**config.mk**
```make
export PLATFORM = sky130hd
export DESIGN_NAME = mac_exec_unit
export DESIGN_NICKNAME = d
export VERILOG_FILES = /design/src/rtl/mac_exec_unit_pkg.sv /design/src/rtl/mac_partial_mult.sv /design/src/rtl/mac_exec_unit.sv
export SDC_FILE = /design/constraint.sdc
export NUM_CORES = 1
export LEC_CHECK = 0
export BUFFER_PORTS_ARGS = -buffer_cell sky130_fd_sc_hd__buf_2
export CORE_ASPECT_RATIO = 1.25
export CORE_MARGIN = 4
export CORE_UTILIZATION = 30
export CTS_CLUSTER_SIZE = 24
export DETAILED_ROUTE_END_ITERATION = 8
export GPL_TIMING_DRIVEN = 0
export PLACE_DENSITY = 0.53
export SETUP_SLACK_MARGIN = 0.05
export SYNTH_ARGS = -nofsm -noshare
export SYNTH_HDL_FRONTEND = slang
export SYNTH_SLANG_ARGS = --single-unit
```
**constraint.sdc**
```tcl
create_clock -name clk -period 27.7 [get_ports clk]
set_clock_uncertainty 0.2 [all_clocks]
set_input_delay 4.155 -clock clk [delete_from_list [all_inputs] [get_ports clk]]
set_output_delay 4.155 -clock clk [all_outputs]
set_load 0.03 [all_outputs]
```
**src/rtl/mac_exec_unit_pkg.sv**
```systemverilog
// Shared types for the multiply-accumulate execute unit.
package mac_exec_unit_pkg;

  typedef enum logic [1:0] {
    MAC_NOP = 2'd0,
    MAC_MUL = 2'd1,
    MAC_MAC = 2'd2,
    MAC_CLR = 2'd3
  } mac_op_t;

  typedef enum logic [1:0] {
    ST_IDLE = 2'd0,
    ST_CALC = 2'd1,
    ST_DONE = 2'd2
  } mac_state_t;

  // The 32-bit b operand is consumed one byte per CALC cycle.
  localparam int MAC_CHUNKS = 4;
  localparam int MAC_CNT_W  = $clog2(MAC_CHUNKS);

endpackage

```
**src/rtl/mac_partial_mult.sv**
```systemverilog
// Combinational 32x8 unsigned partial-product multiplier.
module mac_partial_mult (
  input  logic [31:0] a,
  input  logic [7:0]  b_byte,
  output logic [39:0] pp
);

  assign pp = {8'b0, a} * {32'b0, b_byte};

endmodule

```
**src/rtl/mac_exec_unit.sv**
```systemverilog
// Multi-cycle MAC execute unit: byte-serial unsigned multiply into a 64-bit
// accumulator, stalling the pipeline while the product is built.
//
// state   | meaning
// --------+-----------------------------------------------------------
// ST_IDLE | waiting for a live MUL/MAC; MAC_CLR handled here in one edge
// ST_CALC | adding one shifted 32x8 partial product per cycle
// ST_DONE | accumulator updated; instruction leaves execute this cycle
module mac_exec_unit
  import mac_exec_unit_pkg::*;
(
  input  logic        clk,
  input  logic        rst,
  input  mac_op_t     mac_op_e,
  input  logic        mac_write_e,
  input  logic [31:0] src_a_e,
  input  logic [31:0] src_b_e,
  input  logic        kill_e,
  output logic        mac_stall,
  output logic [31:0] mac_lo,
  output logic [31:0] mac_hi,
  output logic        mac_done
);

  mac_state_t           state;
  mac_op_t              op_q;
  logic [31:0]          a_q;
  logic [31:0]          b_q;
  logic [63:0]          acc;
  logic [63:0]          product;
  logic [MAC_CNT_W-1:0] cnt;

  logic        start;
  logic        clr;
  logic        last_chunk;
  logic [7:0]  b_byte;
  logic [39:0] pp;
  logic [63:0] pp_shift;
  logic [63:0] product_next;

  // Reset and kill both suppress a new operation in the same cycle.
  assign start = !rst && (state == ST_IDLE) && mac_write_e && !kill_e &&
                 ((mac_op_e == MAC_MUL) || (mac_op_e == MAC_MAC));
  assign clr   = !rst && (state == ST_IDLE) && mac_write_e && !kill_e &&
                 (mac_op_e == MAC_CLR);

  assign last_chunk   = (cnt == MAC_CNT_W'(MAC_CHUNKS - 1));
  assign b_byte       = b_q[{cnt, 3'b000} +: 8];
  assign pp_shift     = {24'b0, pp} << {cnt, 3'b000};
  assign product_next = product + pp_shift;

  mac_partial_mult u_pmult (
    .a      (a_q),
    .b_byte (b_byte),
    .pp     (pp)
  );

  assign mac_stall = start || (!rst && !kill_e && (state == ST_CALC));
  assign mac_done  = !rst && !kill_e && (state == ST_DONE);
  assign mac_lo    = acc[31:0];
  assign mac_hi    = acc[63:32];

  // Control FSM plus operand latch, partial-product sum and accumulator.
  always_ff @(posedge clk) begin
    if (rst) begin
      state   <= ST_IDLE;
      op_q    <= MAC_NOP;
      a_q     <= '0;
      b_q     <= '0;
      acc     <= '0;
      product <= '0;
      cnt     <= '0;
    end else begin
      case (state)
        ST_IDLE: begin
          if (start) begin
            a_q     <= src_a_e;
            b_q     <= src_b_e;
            op_q    <= mac_op_e;
            product <= '0;
            cnt     <= '0;
            state   <= ST_CALC;
          end else if (clr) begin
            acc <= '0;
          end
        end
        ST_CALC: begin
          if (kill_e) begin
            state <= ST_IDLE;
          end else begin
            product <= product_next;
            cnt     <= cnt + MAC_CNT_W'(1);
            if (last_chunk) begin
              acc   <= (op_q == MAC_MUL) ? product_next : (acc + product_next);
              state <= ST_DONE;
            end
          end
        end
        // The issuing instruction is still in execute here, so no restart.
        ST_DONE: state <= ST_IDLE;
        default: state <= ST_IDLE;
      endcase
    end
  end

endmodule

```
==> results of run 1 <==
[state kept, by name (all words and copies together), names as in the netlist]
signal	count
product	64
acc	64
state	2
b_q	32
a_q	32
op_q	2
cnt	2
[area by class of cell]
cell class	instances	area, µm²	area share (%)
Multi-Input combinational cell	2465	18400	69.9
Sequential cell	198	3960	15.0
Tap cell	1053	1320	4.99
Inverter	208	781	2.96
Timing Repair Buffer	135	676	2.56
Buffer	157	604	2.29
Clock buffer	17	425	1.61
Clock inverter	15	184	0.697
Antenna cell	2	5.00	0.0190
[cells in the final DEF, fill, tap and decap left out, drive strengths merged, types with 9 or more instances in the layout]
| master | n |
|---|---|
| a211oi | 20 |
| a21boi | 9 |
| a21o | 97 |
| a21oi | 331 |
| a221oi | 12 |
| a22o | 11 |
| a22oi | 27 |
| a31oi | 16 |
| and2 | 229 |
| and3 | 20 |
| buf | 157 |
| clkbuf | 152 |
| dfxtp | 198 |
| fa | 182 |
| ha | 199 |
| inv | 216 |
| mux2i | 31 |
| nand2 | 417 |
| nand2b | 19 |
| nand3 | 95 |
| nand4 | 39 |
| nor2 | 157 |
| nor2b | 15 |
| nor3 | 39 |
| o211ai | 11 |
| o21a | 19 |
| o21ai | 136 |
| o21bai | 37 |
| o31ai | 13 |
| xnor2 | 87 |
| xor2 | 55 |
[through the flow]
stage                     total power [µW]  setup slack (ps)  hold WS [ps]
final                                  613             13520           253
after global placement                 342             13670           241
after CTS                              621             13600           255
after detailed placement               341             13680           243
after floorplan                        317             16660           233
after global routing                   632             12850           276
[critical path: cells and delay by family (launching register included)]
family                     cells  cell delay (ps)
adders and majority gates      7             3110
DFF                            1              380
and+or+nand+nor                7             1300
muxes                          1              740
AOI/OAI and AO/OA             22             5520
xor gates and xnor gates       2              690
buffers and inverters          6             2100
[report_power, final]
part | internal (µW) | switching [µW] | leakage, µW
clock network | 130 | 149 | 0.000293
logic | 12.0 | 32.4 | 0.0104
registers | 287 | 3.49 | 0.00160
[layer usage]
layer	global-route usage (%)	vias up	part of all wire [%]
met5	0	-	0
met4	8.41	0	4.4
met3	2.80	155	3.5
met2	38.2	498	51
met1	24.1	10786	41
li1	-	10761	-
[path summary, 6_finish.rpt]
kind | startpoint | endpoint | slack [ps] | cells after the start
worst min-delay path | b_q[22]$_SDFFE_PP0P_ | b_q[22]$_SDFFE_PP0P_ | 250 | 2
worst max-delay path | cnt[0]$_SDFFE_PP0P_ | acc[62]$_SDFFE_PP0P_ | 13520 | 45
worst min register to register | b_q[22]$_SDFFE_PP0P_ | b_q[22]$_SDFFE_PP0P_ | 250 | 2
worst max register to register | cnt[0]$_SDFFE_PP0P_ | acc[62]$_SDFFE_PP0P_ | 13520 | 45
[cells by family (layout without fill, tap and decap cells)]
| logic type | Yosys count | count (layout) | share of synthesized area (%) |
|---|---|---|---|
| buf+inv | 365 | 532 | 5.82 |
| fa+ha+maj | 381 | 381 | 25.8 |
| xor+xnor | 142 | 142 | 5.23 |
| compound gates | 810 | 810 | 21.9 |
| simple gates | 1085 | 1085 | 22.1 |
| other cells | 0 | 2 | 0 |
| flops | 198 | 198 | 16.7 |
| mux | 47 | 47 | 2.46 |
==> metrics.log, run 1 <==
INFO  metric outcome = finished, final reports clean
INFO  metric final_core_util = 33.5%
INFO  metric antenna_found_initial = 1
INFO  metric setup_repair_after_global_routing_missed_its_margin = false
INFO  metric setup_viol = 0
INFO  metric initial_utilization = 30.2%
INFO  metric postPlaceCellArea = 0.0258 mm²
INFO  metric worst_path_most_repeated_cell = sky130_fd_sc_hd__fa_1
INFO  metric power_density = 23.2 mW/mm²
INFO  metric ctsResizeCount = 0
INFO  metric cts.htree.levels = 4
INFO  metric design.final.nets = 3633
INFO  metric area.growth.synth_to_final = 11.0%
INFO  metric dp_hpwl = 71100 µm
INFO  metric grtUsageTotal = 20.7%
INFO  metric drt_first_pass_iters = 6
INFO  metric die_height = 323 µm
INFO  metric rows = 115
INFO  metric start_kind = register
INFO  metric grt_pass1_vias = 22421
INFO  metric route.vias.total = 22200
INFO  metric final.setup.tns = 0 ps
INFO  metric yosys-top-cells-area = sky130_fd_sc_hd__dfxtp_1, sky130_fd_sc_hd__fa_1, sky130_fd_sc_hd__ha_1
INFO  metric cp_data_required_time = 27880 ps
INFO  metric final_layout_size_suffix_gt1_share = 7.23%
INFO  metric max_clock_freq = 70.5 MHz
INFO  metric asyncSetResetFlopFracSynth = 0%
INFO  metric core_region_area = 0.0787 mm²
INFO  metric most_frequent_cell_after_synthesis = sky130_fd_sc_hd__nand2_1
INFO  metric clockRootBuffer = sky130_fd_sc_hd__clkbuf_16
INFO  metric worst_setup_hold_path_clk_slew = 90 ps
INFO  metric final_layout_fill_cell_count = 8573
INFO  metric clock_tree.buffer_depth = 2
INFO  metric netlist.area_leader.share = 16.7%
INFO  metric critical-path-max-stage-delay = 750 ps
INFO  metric cts-hold-fix-buffers = 0
INFO  metric type_of_the_worst_setup_path = register to register
INFO  metric synth_edf_count = 0
INFO  metric die-area = 0.0839 mm²
INFO  metric report.final.slew_viol_count = 0
INFO  metric yosysUniqueCellTypes = 93
INFO  metric first_pass_grt_wire_length = 134000 µm
INFO  metric stdcell_area = 0.0264 mm²
INFO  metric placement.io_buffers = 135
INFO  metric clkLatencyLatePin = 530 ps
INFO  metric yosysSeqAreaShare = 16.7%
INFO  metric period_utilisation_layout = 51.2%
INFO  metric cts.sink_count = 198
INFO  metric io_pins = 136
INFO  metric grt_remaining_overflow = 0
INFO  metric via_per_inst = 5.22
INFO  metric detail-route-antenna-nets = 0
INFO  metric dominantRegCellSynth = sky130_fd_sc_hd__dfxtp_1
INFO  metric detailed_router_s_first_iteration_violation_count = 1602
INFO  metric critical_path.slowest_cell = sky130_fd_sc_hd__buf_1
INFO  metric final_cell_count_no_fill = 4250
INFO  metric route.detailed.drc = 0
INFO  metric worst_pin_slew = 1330 ps
INFO  metric cp.arrival = 14360 ps
INFO  metric leakage = 0.0123 µW
INFO  metric final-hold-violation-count = 0
INFO  metric synth.avg_cell_area = 7.86 µm²
INFO  metric finalWirelength = 87200 µm
INFO  metric die_width = 260 µm
INFO  metric synthesis.area = 0.0238 mm²
INFO  metric slew-limit-headroom = 10.4%
INFO  metric critical_path.endpoint_type = register
INFO  metric period_minus_slack = 14180 ps
INFO  metric vdd_ir_drop_max = 0.0469 mV
INFO  metric maxCapViolations = 0
INFO  metric postSynthNetCount = 3479
INFO  metric tritoncts = done
INFO  metric numCtsBuffers = 17
INFO  metric wl_per_cell = 20.5 µm
INFO  metric yosys_warnings = 0
INFO  metric holdCritPathClass = register to register
INFO  metric synth_seq_cells = 198
INFO  metric synth_common_cells = sky130_fd_sc_hd__nand2_1, sky130_fd_sc_hd__a21oi_1, sky130_fd_sc_hd__and2_1
INFO  metric cts_post_setup_buffers_inserted = 0
INFO  metric worst-path-max-fanout = 10
INFO  metric synth_top_cell_by_area = sky130_fd_sc_hd__dfxtp_1
INFO  metric grt_start_max_net_pins = 21
INFO  metric post_synth_inst_count = 3028
INFO  metric place.detailed.instances = 4216
INFO  metric replace_congestion = 0.939
Power figures use the tool's default switching activity.
==> inputs of run 2 (changes only) <==
- PLACE_DENSITY: 0.53 -> 0.55
- clock period: 27.7 -> 11.75 ns (I/O delays scaled with it)
==> run 2 against run 1 <==
Register-to-register slack got worse by 13000 ps. Routed wire length rose by 1.4%. Fmax rose by 24%. Final cell count rose by 0.92%. First-iteration DRC count fell by 10%. Via count rose by 1.7%. Sequential share of layout area fell by 0.60 points. Sequential power rose by 140%. Non-clock buffer count rose by 39. Setup slack got worse by 13000 ps. Count of clock-buffer cells in the layout did not move. Total power rose by 140%.
==> metrics.log, run 2 (synthesis gave the netlist of run 1 again) <==
INFO  metric timing.reg2reg.worst_path_depth = 44
INFO  metric grt_remaining_overflow = 0
INFO  metric wl_per_cell = 20.6 µm
INFO  metric holdCritPathClass = register to register
INFO  metric finalWirelength = 88400 µm
INFO  metric worst_r2r_endpoint = acc[62]$_SDFFE_PP0P_
INFO  metric met3WireLength = 3620 µm
INFO  metric report.power.total = 1460 µW
INFO  metric postPlaceCellArea = 0.0258 mm²
INFO  metric die_width = 260 µm
INFO  metric timing.reg2reg.setup_slack = 360 ps
INFO  metric cp_data_required_time = 11940 ps
INFO  metric reg_top3 = acc (64), product (64)
INFO  metric placement.io_buffers = 135
INFO  metric sequential_cell_area = 0.00397 mm²
INFO  metric final-hold-violation-count = 0
INFO  metric period_minus_slack = 11390 ps
INFO  metric maxCapViolations = 0
INFO  metric area.growth.synth_to_final = 15.6%
INFO  metric critical_path.slowest_cell = sky130_fd_sc_hd__mux4_2
INFO  metric vdd_ir_drop_max = 0.128 mV
INFO  metric final_layout_fill_cell_count = 8431
INFO  metric timing.hold.worst.start = b_q[18]$_SDFFE_PP0P_
INFO  metric grt_pass1_vias = 22875
INFO  metric detailed_router_s_first_iteration_violation_count = 1441
INFO  metric route.vias.total = 22581
INFO  metric final_core_util = 34.9%
INFO  metric core_region_area = 0.0787 mm²
INFO  metric final_layout_size_suffix_gt1_share = 12.2%
INFO  metric met2_wirelength = 44600 µm
INFO  metric worst_path_most_repeated_cell = sky130_fd_sc_hd__fa_1
INFO  metric via_per_inst = 5.26
INFO  metric stdcell_area = 0.0275 mm²
INFO  metric io_pins = 136
INFO  metric power_switching = 431 µW
INFO  metric period_utilisation_layout = 97.0%
INFO  metric final_common_cell = sky130_fd_sc_hd__nand2_1
INFO  metric setup_repair_after_global_routing_missed_its_margin = false
INFO  metric power_switching_share = 29.5%
INFO  metric cts.sink_count = 198
INFO  metric die-area = 0.0839 mm²
INFO  metric grtUsageTotal = 20.9%
INFO  metric initial_utilization = 30.2%
INFO  metric cp.arrival = 11590 ps
INFO  metric cts.htree.levels = 4
INFO  metric power_density = 53.1 mW/mm²
INFO  metric critical-path-max-stage-delay = 650 ps
INFO  metric detail-route-antenna-nets = 0
INFO  metric clockRootBuffer = sky130_fd_sc_hd__clkbuf_16
INFO  metric cellInternalPower = 1030 µW
INFO  metric detail_route.wirelength.met1 = 35300 µm
INFO  metric report.final.slew_viol_count = 0
INFO  metric grt_start_max_net_pins = 20
INFO  metric max_clock_freq = 87.8 MHz
INFO  metric critical_path.endpoint_type = register
INFO  metric timing.rr.start = cnt[0]$_SDFFE_PP0P_
INFO  metric worst_setup_hold_path_clk_slew = 90 ps
INFO  metric first_pass_grt_wire_length = 135000 µm
INFO  metric post-route-worst-setup-slack = 355 ps
INFO  metric replace_congestion = 0.937
INFO  metric power_frac_clock = 45.8%
INFO  metric die_height = 323 µm
INFO  metric place_ws = -2280 ps
INFO  metric drt_first_pass_iters = 5
INFO  metric seqPwrFrac = 46.8%
INFO  metric dr.max_layer_used = met4
INFO  metric slew-limit-headroom = 7.71%
INFO  metric fin_worst_hold_slack = 259 ps
INFO  metric rows = 115
INFO  metric comb_power_share = 7.4%
INFO  metric design.final.nets = 3672
INFO  metric outcome = finished, final reports clean
INFO  metric numCtsBuffers = 17
INFO  metric setup_viol = 0
INFO  metric multi_input_logic_area = 0.0191 mm²
INFO  metric leakage = 0.0128 µW
INFO  metric whs_path_depth = 2
INFO  metric clkLatencyLatePin = 530 ps
INFO  metric antenna_found_initial = 3
INFO  metric start_kind = register
INFO  metric mostFrequentLayoutCells = sky130_fd_sc_hd__nand2_1, sky130_fd_sc_hd__a21oi_1, sky130_fd_sc_hd__and2_1, sky130_fd_sc_hd__inv_1, sky130_fd_sc_hd__dfxtp_1
INFO  metric type_of_the_worst_setup_path = register to register
INFO  metric clock_tree.buffer_depth = 2
INFO  metric worst_pin_slew = 1380 ps
INFO  metric tritoncts = done
INFO  metric worst-path-max-fanout = 10
INFO  metric worst_hold_path.endpoint = b_q[18]$_SDFFE_PP0P_
INFO  metric route.detailed.drc = 0
INFO  metric dp_hpwl = 71100 µm
## run 2: how the worst max path moves through the flow
stage | startpoint | to | slack [ps] | cells past startpoint
2_1_floorplan | cnt[0]$_SDFFE_PP0P_ | acc[58]$_SDFFE_PP0P_ | 710 | 46
3_3_place_gp | cnt[0]$_SDFFE_PP0P_ | acc[62]$_SDFFE_PP0P_ | -2350 | 47
3_5_place_dp | cnt[0]$_SDFFE_PP0P_ | acc[62]$_SDFFE_PP0P_ | -2280 | 47
4_1_cts | cnt[0]$_SDFFE_PP0P_ | acc[62]$_SDFFE_PP0P_ | 50 | 47
5_1_grt | cnt[0]$_SDFFE_PP0P_ | acc[58]$_SDFFE_PP0P_ | 3 | 45
6_report | cnt[0]$_SDFFE_PP0P_ | acc[62]$_SDFFE_PP0P_ | 360 | 44
## run 2: routing by layer
| metal | GRT usage, % | vias to the layer above |
|---|---|---|
| li1 | - | 10827 |
| met1 | 24.3 | 10968 |
| met2 | 37.8 | 596 |
| met3 | 2.73 | 190 |
| met4 | 10.3 | 0 |
| met5 | 0 | - |
## run 2: power by group through the flow
stage / combinational [µW] / sequential [µW] / clock, µW
2_1_floorplan: 52.6 / 695 / 0
3_3_place_gp: 105 / 700 / 0
3_5_place_dp: 105 / 700 / 0
5_1_grt: 116 / 685 / 699
4_1_cts: 107 / 684 / 689
6_report: 108 / 684 / 669
## run 2: worst max-delay path: cells and delay by family (launching register included)
kind | cells | cell delay, ps
adder cells (fa/ha/maj) | 7 | 3110
flip-flops | 1 | 360
multiplexers | 2 | 1010
AND/OR/NAND/NOR | 11 | 2440
XOR/XNOR | 3 | 530
AO/OA/AOI/OAI | 12 | 2230
buffers and inverters | 9 | 1390
## run 2: through the flow
| stage | std cells | setup TNS [ps] |
|---|---|---|
| 3_5_place_dp | 4216 | -44520 |
| 4_1_cts | 4257 | 0 |
| 3_3_place_gp | 4216 | -46750 |
| 2_1_floorplan | 3028 | 0 |
| 5_1_grt | 4287 | 0 |
| 6_report | 4289 | 0 |
## run 2: area by class of cell
cell class	count	share of cell area, %
timing repair buffer	181	3.77
inverter	208	2.84
clock buffer	17	1.55
clock inverter	15	0.669
sequential	198	14.4
buffer	150	2.38
tap	1053	4.79
antenna	2	0.0182
multi-input combinational	2465	69.6
## run 2: timing repair
action | in CTS | in global routing
hold buffers | 0 | 0
setup buffers | 12 | 34
pin swaps | 12 | 34
resized for setup | 77 | 115
cloned | 0 | 0
endpoints found under the setup margin | 47 | 31
